### src/rtl/gift64_iter_core.sv
// Iterative GIFT-64 encryption core: UNROLL rounds per clock, on-the-fly key schedule and
// round constants, start/ready input handshake and valid/ready output handshake.
module gift64_iter_core #(
   parameter int unsigned NR     = 28,
   parameter int unsigned UNROLL = 1
) (
   input  logic         clk,
   input  logic         rst,
   input  logic         start,
   output logic         ready,
   input  logic [63:0]  din,
   input  logic [127:0] key,
   output logic [63:0]  dout,
   output logic         dout_valid,
   input  logic         dout_ready,
   output logic [4:0]   round
);

   localparam logic [1:0] IDLE = 2'd0;
   localparam logic [1:0] RUN  = 2'd1;
   localparam logic [1:0] DONE = 2'd2;

   localparam logic [4:0]  LAST = 5'(NR - UNROLL);
   localparam logic [4:0]  STEP = 5'(UNROLL);
   // GIFT S-box, entry n in bits [4n+3:4n]
   localparam logic [63:0] SBOX = 64'hE805_7BD2_93F6_C4A1;

   logic [1:0]   fsm_q;
   logic [63:0]  state_q;
   logic [63:0]  dout_q;
   logic [127:0] key_q;
   logic [5:0]   lfsr_q;
   logic [4:0]   round_q;

   logic [63:0]  st_c [0:UNROLL];
   logic [127:0] ks_c [0:UNROLL];
   logic [5:0]   lf_c [0:UNROLL];

   function automatic logic [15:0] nib_rotl(input logic [15:0] w, input logic [1:0] amt);
      logic [15:0] r;
      logic [3:0]  x;
      r = w;
      for (int n = 0; n < 4; n++) begin
         x = w[4*n +: 4];
         case (amt)
            2'd1:    r[4*n +: 4] = {x[2:0], x[3]};
            2'd2:    r[4*n +: 4] = {x[1:0], x[3:2]};
            2'd3:    r[4*n +: 4] = {x[0], x[3:1]};
            default: r[4*n +: 4] = x;
         endcase
      end
      return r;
   endfunction

   // P1/P2/P3 rotate every nibble left by 1/2/3 bits; R1/R2/R3 rotate the word right by 4/8/12.
   function automatic logic [63:0] round_fn(input logic [63:0] s, input logic [31:0] rk,
                                            input logic [5:0] lf, input logic [1:0] v);
      logic [63:0] x;
      logic [15:0] a, b, c;
      x = s ^ {rk, 16'h0000, 8'h80, 2'b00, lf};
      for (int n = 0; n < 16; n++) begin
         x[4*n +: 4] = SBOX[4*x[4*n +: 4] +: 4];
      end
      case (v)
         2'd0: begin
            a = nib_rotl(x[47:32], 2'd1);
            b = nib_rotl(x[31:16], 2'd2);
            c = nib_rotl(x[15:0], 2'd3);
         end
         2'd1: begin
            a = {x[35:32], x[47:36]};
            b = {x[23:16], x[31:24]};
            c = {x[11:0], x[15:12]};
         end
         2'd2: begin
            a = nib_rotl(x[47:32], 2'd3);
            b = nib_rotl(x[31:16], 2'd2);
            c = nib_rotl(x[15:0], 2'd1);
         end
         default: begin
            a = {x[43:32], x[47:44]};
            b = {x[23:16], x[31:24]};
            c = {x[3:0], x[15:4]};
         end
      endcase
      return {x[63:48], a, b, c};
   endfunction

   // {W7..W0} <- {W1 ror 2, W0 ror 12, W7..W2}
   function automatic logic [127:0] key_next(input logic [127:0] k);
      return {k[17:16], k[31:18], k[11:0], k[15:12], k[127:32]};
   endfunction

   always_comb begin
      st_c[0] = state_q;
      ks_c[0] = key_q;
      lf_c[0] = lfsr_q;
      for (int i = 0; i < int'(UNROLL); i++) begin
         lf_c[i+1] = {lf_c[i][4:0], lf_c[i][5] ^ lf_c[i][4] ^ 1'b1};
         st_c[i+1] = round_fn(st_c[i], ks_c[i][31:0], lf_c[i+1], 2'(round_q[1:0] + 2'(i)));
         ks_c[i+1] = key_next(ks_c[i]);
      end
   end

   always_ff @(posedge clk) begin
      if (rst) begin
         fsm_q   <= IDLE;
         state_q <= '0;
         key_q   <= '0;
         lfsr_q  <= '0;
         round_q <= '0;
         dout_q  <= '0;
      end else begin
         case (fsm_q)
            IDLE: begin
               if (start) begin
                  fsm_q   <= RUN;
                  state_q <= din;
                  key_q   <= key;
                  lfsr_q  <= '0;
                  round_q <= '0;
               end
            end
            RUN: begin
               state_q <= st_c[UNROLL];
               key_q   <= ks_c[UNROLL];
               lfsr_q  <= lf_c[UNROLL];
               round_q <= round_q + STEP;
               if (round_q == LAST) begin
                  fsm_q  <= DONE;
                  dout_q <= st_c[UNROLL];
               end
            end
            DONE: begin
               if (dout_ready) fsm_q <= IDLE;
            end
            default: fsm_q <= IDLE;
         endcase
      end
   end

   assign ready      = (fsm_q == IDLE);
   assign dout_valid = (fsm_q == DONE);
   assign dout       = dout_q;
   assign round      = round_q;

endmodule
### config.mk
export PLATFORM = sky130hd
export DESIGN_NAME = gift64_iter_core
export DESIGN_NICKNAME = d
export VERILOG_FILES = /design/src/rtl/gift64_iter_core.sv
export SDC_FILE = /design/constraint.sdc
export NUM_CORES = 1
export LEC_CHECK = 0
export ABC_CLOCK_PERIOD_IN_PS = 2050
export BUFFER_PORTS_ARGS = -buffer_cell sky130_fd_sc_hd__clkbuf_2
export CAP_MARGIN = 20
export CORE_AREA = 5 5 190 192
export CTS_CLUSTER_SIZE = 14
export DETAILED_ROUTE_END_ITERATION = 8
export DIE_AREA = 0 0 195 197
export GPL_TIMING_DRIVEN = 0
export PLACE_DENSITY = 0.79
export SLEW_MARGIN = 20
export SYNTH_ARGS = -nofsm -noshare
export SYNTH_HDL_FRONTEND = slang
export SYNTH_SLANG_ARGS = --single-unit
### constraint.sdc
create_clock -name clk -period 2.05 [get_ports clk]
set_input_delay 0.3075 -clock clk [delete_from_list [all_inputs] [get_ports clk]]
set_output_delay 0.3075 -clock clk [all_outputs]
set_load 0.1 [all_outputs]
* After elaboration in Yosys (flattened, before gate mapping)
Index checks and enable logic that the tools add are counted.
W data, S select, Z words.
** Word-level totals
- Register bits after elaboration :: 269
- Bits in latches :: 0
- Bits in writable memories :: 0
- ROM bits :: 0
- Input bits :: 196
- Output and inout port bits :: 71
- Logic and storage cells :: 56
- Memories :: 0
** Cells by class
- Add/sub/neg operators :: 1
- Multiply operators :: 0
- Divide/modulo/power cells :: 0
- Order comparisons :: 0
- Equality and inequality tests :: 8
- Shift operators :: 16
- Mux-type cells :: 15
- Bitwise logic cells :: 3
- Reductions and logical operators :: 7
** Operator list (count)
- $shiftx A64 B7 Y4 const A :: 16
- $pmux W128 S2 :: 1
- $mux W128 :: 1
- $pmux W64 S2 :: 1
- $pmux W16 S3 :: 2
- $mux W64 :: 1
- $xor A64 B64 Y64 :: 1
- $mux W16 :: 1
- $pmux W6 S2 :: 1
- $pmux W5 S2 :: 1
- $mux W2 :: 3
- $mux W6 :: 1
- $pmux W2 S3 :: 1
- $add A5 B1 Y5 const B :: 1
- $eq A5 B5 Y1 const B :: 1
- $mux W5 :: 1
- $eq A2 B1 Y1 const B :: 2
- $eq A2 B2 Y1 const B :: 2
- $logic_not A2 Y1 :: 2
- $ne A2 B2 Y1 const B :: 2
- $reduce_and A2 Y1 :: 2
- $reduce_and A3 Y1 :: 1
- $ne A2 B1 Y1 const B :: 1
- $reduce_bool A2 Y1 :: 1
- 3 further kinds :: 3

* Depth between registers and ports, before layout
- Depth after elaboration :: 6
- Depth in mapped cells :: 10
- Mapped depth without buffers :: 9

* Worst setup path after synthesis
OpenSTA, ideal clock, no wires.
- Kind :: register to register
- Start point :: reg round_q[0] (netlist: round[0])
- End point :: reg state_q[26]
- Library setup time :: 128 ps
- Data arrival time :: 2952 ps
- Data required time :: 1922 ps
- Slack :: -1030 ps
- Cell stages (with the launch flop) :: 10
- Path through :: dfxtp_1 > inv_1 > ha_1 > clkbuf_1 > nor2_1 > buf_2 > mux2i_1 > nor2_1 > a221oi_1 > nor2_1
** Between the ends
- Word-level cells in the longest chain between the ends :: 4
** Ends and longest elaborated chain
- start, declared :: line 33 : logic [4:0] round_q;
- start signal, assigned :: line 128 : round_q <= round_q + STEP;
- $eq A2 B2 Y1 or $logic_not A2 Y1 (tied branches) :: line 64 : case (v)
- $reduce_or A2 Y1 (no line) *
- $mux W16 *
- $pmux W64 S2 * :: line 114 : case (fsm_q)
- end signal, assigned :: line 118 : state_q <= din;
- end signal, assigned :: line 125 : state_q <= st_c[UNROLL];
- end, declared :: line 29 : logic [63:0] state_q;
Mark *: on every way between the ends. The rest lies on a longest branch, timed or not.
A chain may end at the register's enable or synchronous reset.

* Worst setup path after layout
- Start point :: reg state_q[0]
- End point :: reg state_q[3]
** Between the ends
- Word-level cells in the longest chain between the ends :: 4
** Ends and longest elaborated chain
- $xor A64 B64 Y64 :: line 60 : x = s ^ {rk, 16'h0000, 8'h80, 2'b00, lf};
- $shiftx A64 B7 Y4 :: line 62 : x[4*n +: 4] = SBOX[4*x[4*n +: 4] +: 4];
- $pmux W16 S3 :: line 64
- $pmux W64 S2 :: line 114
No other way between the ends.

==> impl_metrics.env <==
export IMPL_powerDensity_nw_per_um2=1010
export IMPL_grt_max_degree=16
export IMPL_clock_root_buffer="clkbuf_16"
export IMPL_seqPwrFrac_pct=31.6
export IMPL_wl_per_cell_um=21.0
export IMPL_ir_worst_vdd_mv=0.786
export IMPL_die_area_um2=38400
export IMPL_worst_ep_required_time_ns=2.54
export IMPL_final_period_utilization_pct=105
export IMPL_cp_max_fo=4
export IMPL_most_common_layout_cells="nor2_1, clkbuf_2, dfxtp_1"
export IMPL_synth_top_family_by_area="simple AND/OR/NAND/NOR gates"
export IMPL_synth_edf_count=0
export IMPL_core_rowCount=68
export IMPL_synthCells=2020
export IMPL_period_minus_slack_ns=2.15
export IMPL_synthFlopType="dfxtp_1"
export IMPL_skew_ns=0.0126
export IMPL_maxUsedRoutingLayer="met5"
export IMPL_timing_final_ws_setup_ns=-0.0987
export IMPL_antenna_found_initial=3
export IMPL_nets=2607
export IMPL_syn_avg_cell_area_um2=7.48
export IMPL_p_leak_nw=8.42
export IMPL_pwr_share_clk_pct=27.9
export IMPL_cts_made_buffers=29
export IMPL_wirelength_met1_um=23600
export IMPL_wl_um=60100
export IMPL_die_x_um=195
export IMPL_relSlewSlack_pct=40.7
export IMPL_internal_power_mw=12.7
export IMPL_synth_compound_area_share_pct=18.3
export IMPL_status="finished with violations"
export IMPL_drt_iter0_drc=1777
export IMPL_yosysWarnings=0
export IMPL_ant_nets=0
export IMPL_htree_levels=1
export IMPL_num_fill_cells=3139
export IMPL_grt_overflow_total=0
export IMPL_gr_usage_all_layers_pct=28.9
export IMPL_final_util_pct=57.8
export IMPL_synth_cell_type_count=60
export IMPL_drtPass1Iterations=6
export IMPL_avgViaCountPerCell=5.77
export IMPL_syn_cell_area_um2=15100
export IMPL_area_growth_pct=30.9
export IMPL_dr_wl_met3_um=5900
export IMPL_crit_arrival_ns=2.64
export IMPL_synth_mux_area_fraction_pct=7.10
export IMPL_hpwl_um=45000
export IMPL_cap_violations=0
export IMPL_cts_tree="done"
export IMPL_critPathKind="flip-flop to flip-flop"
export IMPL_synth_simple_area_share_pct=26.3
export IMPL_violations="setup timing"
export IMPL_grt_pass1_vias=16000
export IMPL_final_common_cell="nor2_1"
export IMPL_place_gp_congestion=0.973
export IMPL_port_buffer_count=264
export IMPL_rsz0062_at_grt="true"
export IMPL_clk_latency_ns=0.57
export IMPL_async_flop_share_pct=0
export IMPL_p_switching_mw=7.32
export IMPL_rrSetupSlack_ns=-0.1
export IMPL_yosysSeqAreaShare_pct=35.7
export IMPL_wl_met2_um=27600
export IMPL_drc_errors=0
export IMPL_cts_buffer_depth=3
export IMPL_ys_seq_elements=269
export IMPL_die_h_um=197
export IMPL_vias=16500
export IMPL_initial_core_util_pct=44.2
export IMPL_cp_start_kind="flip-flop"
export IMPL_endpoint_kind="flip-flop"
export IMPL_grt_pass1_wl_um=89100
export IMPL_tightest_slew_ns=0.890
export IMPL_synth_xor_xnor_area_share_pct=4.73
export IMPL_finalHoldViolCount=0
export IMPL_ios=267
export IMPL_yosys_area_share_adder_pct=2.65
export IMPL_fp_coreArea_um2=34200
export IMPL_syn_nets=2248
export IMPL_pwr_share_comb_pct=40.5
export IMPL_hold_path_class="input pin to flip-flop"
export IMPL_drive_above_1_share_pct=26.4
export IMPL_cts_sinks=269
export IMPL_path_clk_slew_ns=0.06
export IMPL_slew_viol_final=0
export IMPL_place_ws_ns=-0.686
export IMPL_power_switching_fraction_pct=36.5
export IMPL_setup_viol=16
export IMPL_max_freq_mhz=465
-- state kept, by name, indices dropped and copies added, names as in the netlist --
name	flops
state_q	64
lfsr_q	6
fsm_q	2
key_q	128
dout	64
round	5
-- worst max-delay path, stage by stage, from the launching register on --
cell	delay, ns
dfxtp_2	0.33
xor3_2	0.53
ha_4	0.29
mux2i_2	0.18
mux2i_2	0.13
buf_4	0.16
o221ai_4	0.18
nand2_1	0.10
a21oi_1	0.17
-- logic make-up after synthesis --
| logic type | count (synthesis) |
|---|---|
| DFF | 269 |
| buffers and inverters | 210 |
| xor gates and xnor gates | 72 |
| AOI/OAI and AO/OA | 442 |
| and+or+nand+nor | 890 |
| muxes | 105 |
| adders and majority gates | 32 |
-- worst paths after layout --
check / startpoint / end / cells after the start
max: state_q[0] / state_q[3] / 8
min: din[58] / state_q[58] / 3
max reg2reg: state_q[0] / state_q[3] / 8
min reg2reg: dout[10] / dout[10] / 2
-- cells in the mapped netlist (3+ instances only) --
cell type | n | area share, %
a22o_1 | 9 | 0.52
a22oi_1 | 57 | 2.8
xnor2_2 | 7 | 0.75
mux2_1 | 6 | 0.45
nand2_1 | 69 | 1.7
xnor2_1 | 35 | 2.0
mux2i_1 | 88 | 5.8
a31oi_1 | 6 | 0.25
mux2_2 | 11 | 0.82
a221o_1 | 5 | 0.33
a211oi_1 | 37 | 1.8
clkbuf_1 | 142 | 3.5
xor2_1 | 27 | 1.6
buf_1 | 14 | 0.35
inv_2 | 4 | 0.099
nand3b_1 | 6 | 0.30
nand2b_1 | 3 | 0.12
o31ai_1 | 3 | 0.15
a31o_1 | 4 | 0.23
inv_1 | 34 | 0.85
o22ai_1 | 27 | 1.1
o221ai_1 | 3 | 0.17
dfxtp_1 | 269 | 36
a21oi_1 | 203 | 6.7
o21ai_0 | 28 | 0.93
ha_1 | 32 | 2.7
nand3_1 | 7 | 0.23
or2_2 | 5 | 0.21
o21ai_1 | 12 | 0.40
and2_1 | 4 | 0.17
a221oi_1 | 16 | 0.93
nor2b_1 | 139 | 5.8
a21o_1 | 7 | 0.35
or3_1 | 3 | 0.12
nor3_1 | 136 | 4.5
a222oi_1 | 6 | 0.40
nor2_1 | 507 | 13
o211ai_1 | 5 | 0.25
buf_2 | 16 | 0.53
-- metrics by stage --
| step | instance area, um2 | hold WS (ns) | TNS [ns] | instances | total power, mW |
|---|---|---|---|---|---|
| after floorplan | 15100 | 0.462 | 0 | 2020 | 10.5 |
| after global placement | 17000 | 0.441 | -50.48 | 2739 | 12.1 |
| after detailed placement | 17000 | 0.449 | -59.88 | 2739 | 12.3 |
| after CTS | 19000 | 0.00835 | -0.893 | 2832 | 18.8 |
| after global routing | 19800 | 0.0207 | -2.19 | 2856 | 20.8 |
| final | 19800 | 0.0175 | -0.704 | 2857 | 20.0 |
-- final cells by class --
cell class | count | area (um2) | area share (%)
diodes | 2 | 5.00 | 0.0253
flip-flops and latches | 269 | 5460 | 27.6
multi-input cells | 1541 | 9870 | 49.9
repair buffers | 337 | 1920 | 9.69
inverters | 38 | 143 | 0.721
clock buffers | 40 | 868 | 4.39
clock inverters | 12 | 150 | 0.759
plain buffers | 163 | 786 | 3.97
well taps | 455 | 569 | 2.88
-- what timing repair did --
action,in CTS,in global routing
pin swaps,39,51
buffers inserted,38,31
hold buffers,5,0
gates resized for setup,153,142
endpoints found under the hold margin,5,0
endpoints found under the setup margin,260,185
-- routing by layer --
metal | GRT usage, % | vias up
li1 | - | 7634
met1 | 37.6 | 7712
met2 | 47.6 | 956
met3 | 5.37 | 192
met4 | 12.0 | 2
met5 | 0 | -
-- power groups by stage --
stage | registers, mW | logic, mW | clock network [mW]
after global routing | 6.37 | 8.64 | 5.82
after floorplan | 6.15 | 4.31 | 0
final | 6.33 | 8.12 | 5.60
after CTS | 6.21 | 7.03 | 5.60
after global placement | 6.24 | 5.82 | 0
after detailed placement | 6.26 | 5.99 | 0
No activity file was read; power rests on OpenSTA's default activity.
